===== config.mk =====
export PLATFORM = sky130hd
export DESIGN_NAME = logic_unit_arbiter
export DESIGN_NICKNAME = d
export VERILOG_FILES = /design/src/rtl/logic_arb_pkg.sv /design/src/rtl/logic_unit.sv /design/src/rtl/logic_unit_arbiter.sv
export SDC_FILE = /design/constraint.sdc
export NUM_CORES = 1
export LEC_CHECK = 0
export ABC_AREA = 1
export CORE_MARGIN = 4
export CORE_UTILIZATION = 38
export DETAILED_ROUTE_END_ITERATION = 10
export HOLD_SLACK_MARGIN = 0.08
export PLACE_DENSITY_LB_ADDON = 0.08
export SYNTH_ARGS = -nofsm -noshare
export SYNTH_HDL_FRONTEND = slang
export SYNTH_SLANG_ARGS = --single-unit
export TNS_END_PERCENT = 30

===== constraint.sdc =====
create_clock -name clock -period 1.8 [get_ports clock]
set_input_delay 0.36 -clock clock [delete_from_list [all_inputs] [get_ports clock]]
set_output_delay 0.36 -clock clock [all_outputs]
set_load 0.05 [all_outputs]

===== src/rtl/logic_arb_pkg.sv =====
// Shared opcode and state encodings for the two-requester logic-unit arbiter.
package logic_arb_pkg;

  localparam logic [1:0] OP_AND   = 2'b00;
  localparam logic [1:0] OP_OR    = 2'b01;
  localparam logic [1:0] OP_XOR   = 2'b10;
  localparam logic [1:0] OP_PASSA = 2'b11;

  localparam logic [0:0] ST_IDLE = 1'b0;
  localparam logic [0:0] ST_HOLD = 1'b1;

endpackage


===== src/rtl/logic_unit.sv =====
// Combinational bitwise unit shared by both requesters.
// XOR support is present only when LOGIC_ARB_XOR_EN is defined; otherwise op 10 flags err.
module logic_unit
  import logic_arb_pkg::*;
#(
  parameter int WIDTH = 32
) (
  input  logic [1:0]       op,
  input  logic [WIDTH-1:0] a,
  input  logic [WIDTH-1:0] b,
  output logic [WIDTH-1:0] result,
  output logic             err
);

  always_comb begin
    result = '0;
    err    = 1'b0;
    case (op)
      OP_AND:   result = a & b;
      OP_OR:    result = a | b;
`ifdef LOGIC_ARB_XOR_EN
      OP_XOR:   result = a ^ b;
`else
      OP_XOR:   err    = 1'b1;
`endif
      OP_PASSA: result = a;
      default:  result = '0;
    endcase
  end

endmodule


===== src/rtl/logic_unit_arbiter.sv =====
// Round-robin arbiter sharing one logic_unit between two requesters, with a
// single registered response slot. Optional macro: LOGIC_ARB_XOR_EN.
module logic_unit_arbiter
  import logic_arb_pkg::*;
#(
  parameter int WIDTH = 32
) (
  input  logic             clock,
  input  logic             resetN,
  input  logic             req0Valid,
  output logic             req0Ready,
  input  logic [1:0]       req0Op,
  input  logic [WIDTH-1:0] req0A,
  input  logic [WIDTH-1:0] req0B,
  input  logic             req1Valid,
  output logic             req1Ready,
  input  logic [1:0]       req1Op,
  input  logic [WIDTH-1:0] req1A,
  input  logic [WIDTH-1:0] req1B,
  output logic             rspValid,
  input  logic             rspReady,
  output logic [WIDTH-1:0] rspData,
  output logic             rspId,
  output logic             rspErr
);

  logic [0:0]       state_q, state_d;
  logic             last_grant_q, last_grant_d;
  logic [WIDTH-1:0] rsp_data_q, rsp_data_d;
  logic             rsp_id_q, rsp_id_d;
  logic             rsp_err_q, rsp_err_d;

  logic             grant, slot_free, hs;
  logic [1:0]       op_sel;
  logic [WIDTH-1:0] a_sel, b_sel, lu_result;
  logic             lu_err;

  // On a tie the requester that did not win last time goes next.
  assign grant     = (req0Valid & req1Valid) ? ~last_grant_q : req1Valid;
  assign slot_free = (state_q == ST_IDLE) | rspReady;
  assign hs        = resetN & slot_free & (req0Valid | req1Valid);

  assign req0Ready = hs & ~grant;
  assign req1Ready = hs & grant;

  assign op_sel = grant ? req1Op : req0Op;
  assign a_sel  = grant ? req1A  : req0A;
  assign b_sel  = grant ? req1B  : req0B;

  logic_unit #(.WIDTH(WIDTH)) u_logic_unit (
    .op     (op_sel),
    .a      (a_sel),
    .b      (b_sel),
    .result (lu_result),
    .err    (lu_err)
  );

  always_comb begin
    state_d      = state_q;
    last_grant_d = last_grant_q;
    rsp_data_d   = rsp_data_q;
    rsp_id_d     = rsp_id_q;
    rsp_err_d    = rsp_err_q;
    if (hs) begin
      state_d      = ST_HOLD;
      last_grant_d = grant;
      rsp_data_d   = lu_result;
      rsp_id_d     = grant;
      rsp_err_d    = lu_err;
    end else if (state_q == ST_HOLD && rspReady) begin
      state_d = ST_IDLE;
    end
  end

  always_ff @(posedge clock or negedge resetN) begin
    if (!resetN) begin
      state_q      <= ST_IDLE;
      last_grant_q <= 1'b1;
      rsp_data_q   <= '0;
      rsp_id_q     <= 1'b0;
      rsp_err_q    <= 1'b0;
    end else begin
      state_q      <= state_d;
      last_grant_q <= last_grant_d;
      rsp_data_q   <= rsp_data_d;
      rsp_id_q     <= rsp_id_d;
      rsp_err_q    <= rsp_err_d;
    end
  end

  assign rspValid = (state_q == ST_HOLD);
  assign rspData  = rsp_data_q;
  assign rspId    = rsp_id_q;
  assign rspErr   = rsp_err_q;

endmodule

Yosys cells after proc, flatten, opt, wreduce, memory -nomap -nowiden

Index checks and enable logic that the tools add are counted.

Flip-flop bits (word level): 36
Input bits: 137
Output and inout port bits: 37
Logic and storage cells: 31

Equal/unequal tests: 3
Muxes and demuxes: 8
Bitwise gates (word level): 12
Reduce and logical (&&, ||, !) cells: 3

Operator list:

| cell                                                             | number |
|---|---|
| 32-bit case mux with 3 select lines                              | 1 |
| 32-bit 2-to-1 mux                                                | 2 |
| 32-bit AND                                                       | 1 |
| 32-bit OR                                                        | 1 |
| 1-bit AND                                                        | 5 |
| 2-bit == test (second input constant)                            | 2 |
| 1-bit 2-to-1 mux                                                 | 4 |
| 1-bit inverter                                                   | 3 |
| 2-bit by 1-bit == test with 1-bit output (second input constant) | 1 |
| 2-bit logical NOT                                                | 1 |
| 2-bit 2-to-1 mux                                                 | 1 |
| 1-bit OR                                                         | 2 |
| 2-bit nonzero test                                               | 1 |
| 1-bit logical AND                                                | 1 |

Longest topological paths before layout

Depth after elaboration: 5
Gate-level depth with buffers: 11
Depth with buffers taken out: 9

Modules after synthesis

A second synthesis with hierarchy kept.

Cells, all modules: 613
Area, all modules: 3313.2 µm²

By module, submodules not included:

| module             | times used | cells an instance | area each (µm²) | seq. area each (µm²) |
|---|---|---|---|---|
| logic_unit_arbiter | 1          | 375               | 2258.4          | 902.1 |
| logic_unit         | 1          | 238               | 1054.8          | 0.0 |

Worst setup path after synthesis

Ideal clock, no wire load.

Kind: register to output
Start: register last_grant_q
End: output req0Ready
Data arrival time: 1.694 ns
Data required time: 1.440 ns
Slack: -0.254 ns
Stages on the path, launching flop included: 7
Buffers on the path: 2
Cells stage by stage: dfstp_2 -> nand2_4 -> nand2_2 -> buf_6 -> inv_4 -> buf_6 -> nor2_1

Longest elaborated chain between the ends: 4

RTL lines:

| what                   | line                     | RTL |
|---|---|---|
| start, declared        | logic_unit_arbiter.sv:28 | `logic last_grant_q, last_grant_d;` |
| start signal, assigned | logic_unit_arbiter.sv:84 | `last_grant_q <= last_grant_d;` |
| 1-bit inverter         | logic_unit_arbiter.sv:39 | `assign grant = (req0Valid & req1Valid) ? ~last_grant_q : req1Valid;` |
| 1-bit 2-to-1 mux       | logic_unit_arbiter.sv:39 |  |
| 1-bit inverter         | logic_unit_arbiter.sv:43 | `assign req0Ready = hs & ~grant;` |
| 1-bit AND              | logic_unit_arbiter.sv:43 |  |
| end, declared          | logic_unit_arbiter.sv:11 | `output logic req0Ready,` |

No other way between the ends.

Final worst setup path

Start: input rspReady
End: output req0Ready

Longest elaborated chain between the ends: 4

RTL lines:

| what                   | line                     | RTL |
|---|---|---|
| start, declared        | logic_unit_arbiter.sv:21 | `input logic rspReady,` |
| 1-bit OR               | logic_unit_arbiter.sv:40 | `assign slot_free = (state_q == ST_IDLE) \| rspReady;` |
| 1-bit AND (2 in a row) | logic_unit_arbiter.sv:41 | `assign hs = resetN & slot_free & (req0Valid \| req1Valid);` |
| 1-bit AND              | logic_unit_arbiter.sv:43 |  |

No other way between the ends.

==> impl_metrics.env <==
export IMPL_outcome="finished, final reports clean"
export IMPL_setup_violations_final=0
export IMPL_timing_critical_path_cells="clkdlybuf4s50_1 > inv_1 > nand2_2 > nand2_2 > buf_4 > nor2_4 > buf_12"
export IMPL_synth_top_family_by_area="simple AND/OR/NAND/NOR gates"
export IMPL_cts_max_level=2
export IMPL_timing_critical_path_from_type="input pin"
export IMPL_std_cell_rows=31
export IMPL_place_congestion=0.8385
export IMPL_min_delay_path_class="input pin to asynchronous set/reset pin"
export IMPL_report_final_slew_viol_count=0
export IMPL_maximum_root_to_sink_buffer_count=2
export IMPL_synthSimpleGateAreaFrac=0.4307
export IMPL_route_detailed_vias_per_inst=4.664
export IMPL_post_synth_instance_area_sq_mm=0.002905
export IMPL_required_ps=1440
export IMPL_drtIter0Drc=86
export IMPL_netlist_top_cell_by_area="nand2_1"
export IMPL_worst_r2r_path_depth=9
export IMPL_tns_ps=0
export IMPL_multiInputGateArea_sq_mm=0.001672
export IMPL_utilization=0.6633
export IMPL_cpMostUsedCell="nand2_2"
export IMPL_synth_xor_xnor_area_share=0
export IMPL_grt_setup_unrepaired="false"
export IMPL_final_min_clock_period_ps=1747
export IMPL_cellPowerDensity_mw_per_mm2=769.5
export IMPL_globalRoute_totalOverflow=0
export IMPL_ys_warn_count=0
export IMPL_grt_antenna_before_repair=1
export IMPL_core_sq_mm=0.007331
export IMPL_start_util=0.3963
export IMPL_hpwlAfterDp_mm=7.570
export IMPL_tightestPinTransition_ps=470.7
export IMPL_finalHoldViolations=0
export IMPL_critical_path_max_stage_delay_ps=450
export IMPL_cts_hold_buffers_added=0
export IMPL_globalRouteTotalUtil=0.2047
export IMPL_synth_area_mux_share=0
export IMPL_synth_ff_latch_count=36
export IMPL_fp_dieW_um=95.44
export IMPL_boundaryPins=174
export IMPL_post_route_antenna_net_violation_count=0
export IMPL_yosysTopAreaCellShare=0.3618
export IMPL_first_pass_grt_wire_length_mm=15.01
export IMPL_criticalPathCategory="input pin to output port"
export IMPL_syn_nets=630
export IMPL_fillCellCount=663
export IMPL_drt_first_pass_iters=4
export IMPL_timing_fmax_mhz=572.2
export IMPL_worst_path_max_delay_cell="clkdlybuf4s50_1"
export IMPL_cts_sink_count=36
export IMPL_number_of_maximum_capacitance_violations=0
export IMPL_wl_mm=9.477
export IMPL_clk_insertion_delay_late_ps=290
export IMPL_synth_compound_area_frac=0.1357
export IMPL_r2r_end="rspData[24]$_DFFE_PN0P_"
export IMPL_cts_root_buf="clkbuf_8"
export IMPL_port_buffers=173
export IMPL_detailroute_via_count=3610
export IMPL_worstReg2RegStart="last_grant_q$_DFFE_PN1P_"
export IMPL_critPathCaptureType="output port"
export IMPL_final_seq_area_sq_um=902.1
export IMPL_synth_adder_area_share=0
export IMPL_grt_pass1_vias=3406
export IMPL_power_static_leakage_nw=2.575
export IMPL_wl_per_cell_um=12.24
export IMPL_postSynthCellCount=493
export IMPL_syn_avg_cell_area_sq_um=5.893
export IMPL_post_synth_num_cell_types=18
export IMPL_reg2reg_slack_ps=160
export IMPL_tritoncts="done"
export IMPL_cts_made_buffers=5
export IMPL_clock_slew_at_reported_path_ffs_ps=70
export IMPL_post_route_cells_drive_above_1_share=0.1231
export IMPL_timing_final_crit_share=0.9708
export IMPL_design_power_total_mw=3.741
export IMPL_largest_net_degree_at_the_start_of_global_routing=40
export IMPL_die_area_sq_mm=0.009109
export IMPL_worstPathMaxFanout=3
export IMPL_cp_arrival_ps=1390
export IMPL_design_final_nets=810
export IMPL_synth_top_cells_by_area="nand2_1 36%, dfrtp_1 30%, o21ai_1 8.3%"
export IMPL_worst_clock_skew_ps=4.567
export IMPL_remaining_drc_errors=0
export IMPL_area_growth_syn_to_layout_pct=67.36
export IMPL_slew_headroom=0.6862
export IMPL_power_ir_vdd_worst_mv=0.5575
export IMPL_sequential_fraction_of_the_synthesis_area=0.3105
export IMPL_die_height_um=95.44
[per-stage QoR]
stage                     cell area [sq um]  std cells  hold slack [ps]  setup slack, ps
final                                  4862        774            195.1            52.51
after global routing                   4862        774            228.5           0.7429
after CTS                              4812        770            203.6            3.226
after detailed placement               4725        762            466.9           -187.4
after global placement                 4725        762            464.4           -145.8
after floorplan                        2913        493            64.41            116.7
[cells by family (layout without fill, tap and decap cells)]
group	Yosys count	after routing
flops	36	36
other cells	0	1
compound gates	76	76
simple gates	318	318
buf+inv	63	244
[cell usage after synthesis (all sizes together)]
master  number
a21oi       26
buf         30
dfrtp       35
dfstp        1
inv         33
nand2      283
nand3       33
nand3b       1
nor2         1
o21a         1
o21ai       49
[flip-flops by register name, summed over array words and instances (netlist names)]
register      flops
last_grant_q      1
rspData          32
rspId             1
rspErr            1
rspValid          1
[repair_timing]
item / in CTS / in global routing
buffers inserted: 0 / 3
pin swaps: 0 / 0
gates resized for setup: 2 / 3
setup endpoints to repair: 2 / 2
hold endpoints to repair: 0 / 0
[routing by layer]
layer  global-route usage  wire (um)  up-vias
met4              0.05806        153        0
met5                    0          0        -
met3              0.04657        792       14
met1               0.2400       3792     1576
li1                     -          -     1900
met2               0.3714       4738      120
[final cells by class]
class                      count  area share
clock buffer                   8     0.01853
multi-input combinational    394      0.3438
tap                           99     0.02548
sequential                    36      0.1855
inverter                      33     0.02599
antenna                        1   0.0005147
timing repair buffer         203      0.4002
[power breakdown]
group / total [mW] / switching [mW] / internal (mW)
logic: 2.07 / 1.25 / 0.813
clock network: 0.597 / 0.285 / 0.312
registers: 1.08 / 0.0968 / 0.981
total: 3.74 / 1.63 / 2.11
[worst max-delay path by stage]
stage | depth (start not counted) | end | start | slack (ps)
floorplan | 7 | req1Ready | last_grant_q$_DFFE_PN1P_ | 120
global placement | 8 | rspData[6]$_DFFE_PN0P_ | req1Valid | -150
detailed placement | 8 | rspData[1]$_DFFE_PN0P_ | req1Valid | -190
CTS | 6 | req1Ready | last_grant_q$_DFFE_PN1P_ | 3
global route | 6 | req1Ready | last_grant_q$_DFFE_PN1P_ | 0.7
finish | 7 | req0Ready | rspReady | 50
[placed cells by master, fill, tap and decap left out, types with 3 or more instances in the layout]
| cell | n |
|---|---|
| a21oi_1 | 25 |
| o21ai_1 | 48 |
| nand2_1 | 278 |
| buf_4 | 60 |
| clkdlybuf4s50_1 | 133 |
| nand2_2 | 3 |
| nand3_1 | 33 |
| buf_12 | 7 |
| clkbuf_8 | 6 |
| dfrtp_1 | 35 |
| inv_1 | 32 |
[worst max-delay path, delay by kind of cell]
family | cells | cell delay, ps
AND/OR/NAND/NOR | 3 | 230
buffers and inverters | 4 | 790
(Power assumes the default switching activity.)
